<file path="src/rtl/serdes_pkg.sv">
// Shared definitions for the LSTM accelerator serializer/deserializer pair.
// Default geometry, FSM state type and element type.
package serdes_pkg;

    localparam int ELEMENT_BITS = 8;
    localparam int FEATURES     = 4;

    typedef enum logic [1:0] {IDLE, SHIFT, DONE} ser_state_t;

    typedef logic [ELEMENT_BITS-1:0] element_t;

endpackage

</file>
<file path="src/rtl/wrap_counter.sv">
// Modulo-N up-counter with synchronous clear, count enable and terminal-count flag.
module wrap_counter #(
    parameter int N = 8,
    localparam int W = (N > 1) ? $clog2(N) : 1
) (
    input  logic         clk,
    input  logic         reset,
    input  logic         clear_i,
    input  logic         enable_i,
    output logic [W-1:0] count_o,
    output logic         terminal_o
);

    logic [W-1:0] count_q;

    assign terminal_o = (count_q == W'(N - 1));
    assign count_o    = count_q;

    // Clear has priority over enable so a fresh capture always starts at index 0.
    always_ff @(posedge clk) begin
        if (reset) begin
            count_q <= '0;
        end else if (clear_i) begin
            count_q <= '0;
        end else if (enable_i) begin
            count_q <= terminal_o ? '0 : count_q + W'(1);
        end
    end

endmodule

</file>
<file path="src/rtl/lstm_serializer.sv">
// Streams two captured feature vectors (vec1 then vec2, element 0 first) over a
// valid/ready serial bus, with a one-cycle done pulse after the last element.
module lstm_serializer
    import serdes_pkg::*;
#(
    parameter int ELEMENT_BITS = serdes_pkg::ELEMENT_BITS,
    parameter int FEATURES     = serdes_pkg::FEATURES
) (
    input  logic                             clk,
    input  logic                             reset,
    input  logic                             start,
    input  logic [ELEMENT_BITS*FEATURES-1:0] parallel_data_in_1,
    input  logic [ELEMENT_BITS*FEATURES-1:0] parallel_data_in_2,
    input  logic                             serial_ready,
    output logic                             serial_valid,
    output logic [ELEMENT_BITS-1:0]          serial_data_out,
    output logic                             busy,
    output logic                             done
);

    localparam int DEPTH = 2 * FEATURES;
    localparam int CW    = $clog2(DEPTH);

    ser_state_t              state_q;
    logic [ELEMENT_BITS-1:0] shadow_q [DEPTH];
    logic                    valid_q;
    logic [ELEMENT_BITS-1:0] data_q;
    logic                    busy_q;
    logic                    done_q;

    logic          handshake;
    logic          counterClear;
    logic [CW-1:0] elemIdx;
    logic [CW-1:0] nextIdx;
    logic          atTerminal;

    assign handshake    = valid_q & serial_ready;
    assign counterClear = (state_q == IDLE) & start;
    assign nextIdx      = elemIdx + CW'(1);

    wrap_counter #(
        .N (DEPTH)
    ) u_elem_counter (
        .clk        (clk),
        .reset      (reset),
        .clear_i    (counterClear),
        .enable_i   (handshake),
        .count_o    (elemIdx),
        .terminal_o (atTerminal)
    );

    // Output data is registered one element ahead: on each handshake the next
    // shadow entry is loaded so serial_data_out always matches the counter.
    always_ff @(posedge clk) begin
        if (reset) begin
            state_q <= IDLE;
            valid_q <= 1'b0;
            data_q  <= '0;
            busy_q  <= 1'b0;
            done_q  <= 1'b0;
            for (int k = 0; k < DEPTH; k++) begin
                shadow_q[k] <= '0;
            end
        end else begin
            case (state_q)
                IDLE: begin
                    done_q <= 1'b0;
                    if (start) begin
                        for (int k = 0; k < FEATURES; k++) begin
                            shadow_q[k]          <= parallel_data_in_1[k*ELEMENT_BITS +: ELEMENT_BITS];
                            shadow_q[FEATURES+k] <= parallel_data_in_2[k*ELEMENT_BITS +: ELEMENT_BITS];
                        end
                        data_q  <= parallel_data_in_1[ELEMENT_BITS-1:0];
                        valid_q <= 1'b1;
                        busy_q  <= 1'b1;
                        state_q <= SHIFT;
                    end
                end
                SHIFT: begin
                    if (handshake) begin
                        if (atTerminal) begin
                            valid_q <= 1'b0;
                            data_q  <= '0;
                            done_q  <= 1'b1;
                            state_q <= DONE;
                        end else begin
                            data_q <= shadow_q[nextIdx];
                        end
                    end
                end
                DONE: begin
                    done_q  <= 1'b0;
                    busy_q  <= 1'b0;
                    state_q <= IDLE;
                end
                default: begin
                    state_q <= IDLE;
                end
            endcase
        end
    end

    assign serial_valid    = valid_q;
    assign serial_data_out = data_q;
    assign busy            = busy_q;
    assign done            = done_q;

endmodule
</file>
<file path="config.mk">
export PLATFORM = sky130hd
export DESIGN_NAME = lstm_serializer
export DESIGN_NICKNAME = d
export VERILOG_FILES = /design/src/rtl/serdes_pkg.sv /design/src/rtl/wrap_counter.sv /design/src/rtl/lstm_serializer.sv
export SDC_FILE = /design/constraint.sdc
export NUM_CORES = 1
export LEC_CHECK = 0
export BUFFER_PORTS_ARGS = -buffer_cell sky130_fd_sc_hd__buf_2
export CAP_MARGIN = 20
export CORE_MARGIN = 1
export CORE_UTILIZATION = 49
export CTS_CLUSTER_DIAMETER = 50
export CTS_CLUSTER_SIZE = 10
export DETAILED_ROUTE_END_ITERATION = 12
export PLACE_DENSITY = 0.81
export RECOVER_POWER = 50
export SYNTH_ARGS = -nofsm -noshare
export SYNTH_HDL_FRONTEND = slang
export SYNTH_HIERARCHICAL = 1
export SYNTH_SLANG_ARGS = --single-unit
</file>
<file path="constraint.sdc">
create_clock -name clk -period 2.25 [get_ports clk]
set_input_delay 0.1125 -clock clk [delete_from_list [all_inputs] [get_ports clk]]
set_output_delay 0.1125 -clock clk [all_outputs]
set_load 0.1 [all_outputs]
</file>
==> out/metrics.csv, run 1 <==
metric,value,unit
status,finished clean,
Reg power frac,0.527,
kind of critical path,reg2reg,
antenna-violating nets left,0,
Final Setup Violations,0,
# diodes,0,
clk_lat worst skew,0.35,ns
post-synthesis adder-cell area fraction,0.0105,
library cells used by synthesis,32,
syn_area_per_cell,13.8,um^2
Port Buffers,78,
FF-to-FF setup slack,0.20,ns
"Seq/Total Area, Yosys",0.607,
Max H-tree Level,3,
Crit path largest cell delay,0.50,ns
Crit. End Element,flop,
maximum clock path buffer count,2,
internal power,2.47,mW
clock tree from TritonCTS,built,
relative slew slack,0.224,
drt pass-1 iters,4,
r2r startpoint,u_elem_counter/count_o[0]$_SDFFE_PP0P_,
critical path's most frequent cell,ha_1,
maxcap violations,0,
Post-CTS Repair Setup Buffers,0,
CTS sink cnt,80,
GP Congestion,0.816,
post-DR wirelength/cell,16.9,um
mux contribution to synthesized area,0.122,
hold-fix buffers at CTS,1,
vias in the first global route,2320,
largest net degree at the start of global routing,39,
dpl cells,425,
Worst Setup SP,u_elem_counter/count_o[0]$_SDFFE_PP0P_,
Overall Global Routing Usage,0.210,
dpl hpwl,5320,um
CP Launch Type,flop,
fillcell total,572,
Max rail drop VDD,0.386,mV
Worst EP required,2.49,ns
Synth Area in Simple Gates,0.166,
Synthesis Warnings,6,
first-pass GRT wire length,11300,um
"top cells by area, synth","edfxtp_1 47%, dfxtp_1 13%, mux4_1 10%",
initial drt markers,183,
PD cells,779,nW/um^2
beginning of the worst hold path,parallel_data_in_2[17],
syn nets,329,
worst slew pin tran,1.17,ns
antenna violations before repair,0,
multi-input logic area,1290,um^2
P_sw,0.836,mW
top cell type's share of synthesized area,0.472,
DIE WIDTH,87.2,um
core area,6910,um^2
Logic pwr share,0.130,
CP max FO,8,
Synth Area in Compound Gates,0.0633,
Routed WL,7450,um
RSZ-0062 raised after global routing,false,
Vias,2353,
Clk pwr share,0.342,
Synth Instances,258,
WP data arrival,2.29,ns
Setup TNS Final,0,ns
Yosys reg bits,80,
CP max stage cell,nor3_2,
main combinational cell family by area after synthesis,simple AND/OR/NAND/NOR gates,
Synth Cell Area,3560,um^2
Die H,87.2,um
xor and xnor area share after synthesis,0.00246,
final hold vios,0,
FP Rows,30,
nets@finish,412,
clock slew at reported path FFs,0.08,ns
num ports,79,
fmax,488,MHz
CTS Buf Count,9,
drt drc,0,
Final period util,0.911,
Initial Util,0.515,
Die ar.,7610,um^2
Root Buffer Master,clkbuf_8,
Final min period,2.05,ns
remaining global-route overflow,0,
P&R area growth vs syn,19.1,%
"critical path, cell by cell","buf_4, ha_1, ha_1, nor3_2, nand2_1, a311oi_1",
Via-to-Cell Ratio,5.32,
Switching Share,0.253,
post-route insts no fill,442,
post-CTS resize count,0,
register area,2160,um^2
clock skew,0.00776,ns
layout cells sized above 1,0.275,
max-slew violation count,0,
Leakage,1.68,nW
worst min path class,in2reg,
post-synth top area cell,edfxtp_1,
-- stage by stage --
stage	instance area, um^2	total power [mW]	hold WS (ns)	setup WS [ns]	util
2_1_floorplan	3560	2.06	0.177	0.208	-
3_3_place_gp	4050	2.19	0.356	0.387	0.586
3_5_place_dp	4050	2.21	0.360	0.268	0.586
4_1_cts	4270	3.33	0.00311	0.201	0.618
5_1_grt	4240	3.41	0.0236	0.0718	0.614
6_report	4240	3.30	0.00904	0.201	0.614
-- synthesized netlist by cell type (all sizes together) --
| library cell | number |
|---|---|
| nor2 | 12 |
| a311oi | 8 |
| clkbuf | 10 |
| mux4 | 16 |
| clkinv | 1 |
| a21oi | 11 |
| nand2b | 5 |
| a221oi | 1 |
| inv | 2 |
| nand3 | 2 |
| nand2 | 25 |
| xnor2 | 1 |
| buf | 5 |
| nor3 | 5 |
| a32oi | 8 |
| mux2i | 2 |
| or2 | 1 |
| ha | 3 |
| and2 | 57 |
| dfxtp | 24 |
| o21ai | 1 |
| a211oi | 1 |
| or3b | 1 |
| edfxtp | 56 |
-- layer usage --
metal | GRT usage | wire length, um | vias up
met5 | 0 | 0 | -
met4 | 0.133 | 296 | 0
met3 | 0.0398 | 442 | 22
met2 | 0.348 | 3800 | 99
met1 | 0.253 | 2910 | 1107
li1 | - | - | 1125
-- area by class of cell --
| cell class | count | area share |
|---|---|---|
| Multi-Input combinational cell | 160 | 0.305 |
| Tap cell | 96 | 0.0283 |
| Clock buffer | 11 | 0.0310 |
| Inverter | 3 | 0.00266 |
| Timing Repair Buffer | 87 | 0.104 |
| Sequential cell | 80 | 0.510 |
| Clock inverter | 5 | 0.0195 |
-- cell families (layout without fill, tap and decap cells) --
family,after synthesis,in the layout
buffers and inverters,18,106
AND/OR/NAND/NOR,108,108
adder cells (fa/ha/maj),3,3
AO/OA/AOI/OAI,30,30
XOR/XNOR,1,1
flip-flops,80,80
multiplexers,18,18
-- cells in the final DEF, fill, tap and decap left out, drive strengths merged, types with 8 or more instances in the layout --
master   n
and2    57
a311oi   8
buf     73
dfxtp   24
clkbuf  24
edfxtp  56
a32oi    8
a21oi   11
mux4    16
nor2    12
nand2   25
-- flip-flops by register name, summed over array words and instances, names as in the netlist --
register                cells
shadow_q                   64
state_q                     2
serial_data_out             8
serial_valid                1
done                        1
u_elem_counter/count_o      3
busy                        1
-- power by group through the flow --
stage | Clock (mW) | Sequential (mW) | Combinational (mW)
after floorplan | 0 | 1.87 | 0.192
after global placement | 0 | 1.77 | 0.425
after detailed placement | 0 | 1.77 | 0.437
after CTS | 1.15 | 1.74 | 0.441
after global routing | 1.20 | 1.75 | 0.459
final | 1.13 | 1.74 | 0.430
-- final timing paths --
check,end,depth (start not counted)
setup / recovery,serial_data_out[7]$_SDFFE_PP0P_,6
hold / removal,shadow_q[6][1]$_SDFFE_PP0P_,3
setup reg to reg,serial_data_out[7]$_SDFFE_PP0P_,6
hold reg to reg,shadow_q[6][5]$_SDFFE_PP0P_,2
-- critical path, delay by kind of cell, from the launching register on --
family | cells | cell delay, ns
AND/OR/NAND/NOR | 2 | 0.62
flip-flops | 1 | 0.33
AO/OA/AOI/OAI | 1 | 0.32
buffers and inverters | 1 | 0.17
adder cells (fa/ha/maj) | 2 | 0.50
No activity file was read; power rests on OpenSTA's default activity.
==> run 2: changes to the inputs <==
BUFFER_PORTS_ARGS = default   (was -buffer_cell sky130_fd_sc_hd__buf_2)
CORE_UTILIZATION = 56   (was 49)
DONT_BUFFER_PORTS = 1   (was default)
PLACE_DENSITY = 0.79   (was 0.81)
==> run 2 against run 1 <==
Net effect:
- total power decreased by 3.2%
- routed wire length increased by 3.9%
- clock power decreased by 12%
- global-route usage increased by 4.5 points
- largest power group unchanged
- via count increased by 2.7%
- largest cell class unchanged
- fmax decreased by 0.44%
==> out/metrics.csv, run 2 (synthesis results as in run 1) <==
metric,value,unit,change
maxcap violations,0,,unchanged
highest-count cells in the layout ignoring fill and taps,"67 x dlygate4sd3_1, 56 x edfxtp_1, 42 x and2_1",,
Die ar.,6680,um^2,-12%
clock skew,0.00925,ns,+0.00148 ns
PD cells,709,nW/um^2,-9.0%
Post-CTS Repair Setup Buffers,0,,unchanged
CP max stage cell,clkbuf_1,,
GP Congestion,0.780,,-4.4%
max-slew violation count,0,,unchanged
Max rail drop VDD,0.471,mV,+22%
CTS Buf Count,9,,unchanged
Via-to-Cell Ratio,5.77,,+8.3%
P&R area growth vs syn,26.6,%,
Worst EP required,2.45,ns,-0.04 ns
RSZ-0062 raised after global routing,false,,
# diodes,0,,unchanged
FP Rows,28,,-6.7%
initial drt markers,201,,+9.8%
"commonest non-fill, non-tap cell in the layout",dlygate4sd3_1,,
Setup TNS Final,0,ns,unchanged
Initial Util,0.591,,+0.0753
dpl hpwl,4780,um,-10%
kind of critical path,reg2reg,,
clock slew at reported path FFs,0.08,ns,about the same
Fin Hold WS,0.0467,ns,+0.0376 ns
vias in the first global route,2419,,+4.3%
remaining global-route overflow,0,,unchanged
DIE WIDTH,81.7,um,-6.3%
post-DR wirelength/cell,18.5,um,+9.6%
Port Buffers,0,,-100%
layout cells sized above 1,0.0727,,-0.202
clk_lat worst skew,0.35,ns,about the same
worst min path class,in2reg,,
maximum clock path buffer count,2,,unchanged
nets@finish,410,,-0.49%
num ports,79,,unchanged
antenna-violating nets left,0,,unchanged
max reg flops,64,,unchanged
Max H-tree Level,3,,unchanged
Top reg by flops,shadow_q,,
Vias,2416,,+2.7%
final hold vios,0,,unchanged
Die H,81.7,um,-6.3%
Final period util,0.915,,+0.00402
Overall Global Routing Usage,0.254,,+0.0447
core area,6030,um^2,-13%
drt drc,0,,unchanged
fmax,486,MHz,-0.44%
CP Launch Type,flop,,
first-pass GRT wire length,11700,um,+3.8%
status,finished clean,,
antenna violations before repair,0,,unchanged
Root Buffer Master,clkbuf_8,,
worst slew pin tran,1.29,ns,+0.120 ns
Leakage,1.68,nW,+0.14%
largest net degree at the start of global routing,57,,+46%
relative slew slack,0.141,,-0.0832
Crit. End Element,flop,,
drt pass-1 iters,4,,unchanged
CTS sink cnt,80,,unchanged
WP data arrival,2.26,ns,-0.03 ns
clock tree from TritonCTS,built,,
Routed WL,7740,um,+3.9%
Final Setup Violations,0,,unchanged
Final min period,2.06,ns,+0.00904 ns
CP max FO,21,,+13
Crit path largest cell delay,0.60,ns,+0.10 ns
"critical path, cell by cell","nand2b_4, or2_1, nor2_1, clkbuf_1, and2_0",,
run 2: cell count changes in the layout (fill, tap and decap cells not counted), moves of 2 or more:
| cell | change |
|---|---|
| and2_1 | -3 |
| clkbuf_1 | +2 |
| and2_0 | +3 |
| clkinvlp_4 | -3 |
| dlygate4sd3_1 | +66 |
| buf_2 | -67 |
run 2: what timing repair did:
item	CTS	global route
endpoints found under the hold margin	80	0
endpoints found under the setup margin	0	0
hold buffers	67	0
gates resized for setup	0	0
run 2: area by class of cell:
| cell class | instances | area [um^2] |
|---|---|---|
| Clock buffer | 13 | 139 |
| Clock inverter | 3 | 42.5 |
| Inverter | 3 | 11.3 |
| Fill cell | 387 | 1520 |
| Multi-Input combinational cell | 160 | 1300 |
| Tap cell | 75 | 93.8 |
| Sequential cell | 80 | 2160 |
| Timing Repair Buffer | 85 | 761 |
run 2: final timing paths:
kind              slack, ns  cells past startpoint                           end                        start
hold reg to reg        0.46                      2   shadow_q[6][0]$_SDFFE_PP0P_  shadow_q[6][0]$_SDFFE_PP0P_
hold / removal         0.05                      3     serial_valid$_SDFFE_PP0P_                 serial_ready
setup / recovery       0.19                      5  shadow_q[1][0]$_SDFFCE_PN0P_      state_q[0]$_SDFFE_PP0P_
setup reg to reg       0.19                      5  shadow_q[1][0]$_SDFFCE_PN0P_      state_q[0]$_SDFFE_PP0P_
run 2: worst max-delay path, delay by kind of cell, from the launching register on:
kind / cells / cell delay, ns
buf+inv: 1 / 0.60
flops: 1 / 0.33
simple gates: 4 / 0.98
run 2: routing by layer:
metal  wire [um]  global-route usage  part of all wire  up-vias
li1            -                   -                 -     1122
met1        3010               0.303              0.39     1181
met2        4020               0.433              0.52       91
met3         475              0.0511             0.061       22
met4         236               0.135             0.030        0
met5           0                   0                 0        -
run 2: stage by stage:
stage               cell area, um^2  cells  power, mW   util  setup slack (ns)
global placement               3720    336       2.13  0.617             0.505
detailed placement             3720    336       2.15  0.617             0.393
floorplan                      3560    258       2.06      -             0.208
global route                   4510    419       3.31  0.748            0.0868
CTS                            4570    419       3.23  0.758             0.376
finish                         4510    419       3.20  0.748             0.192
run 2: where the power goes:
group	switching (mW)	internal (mW)	total [mW]
clock	0.479	0.513	0.993
sequential	0.0405	1.69	1.73
combinational	0.286	0.184	0.470
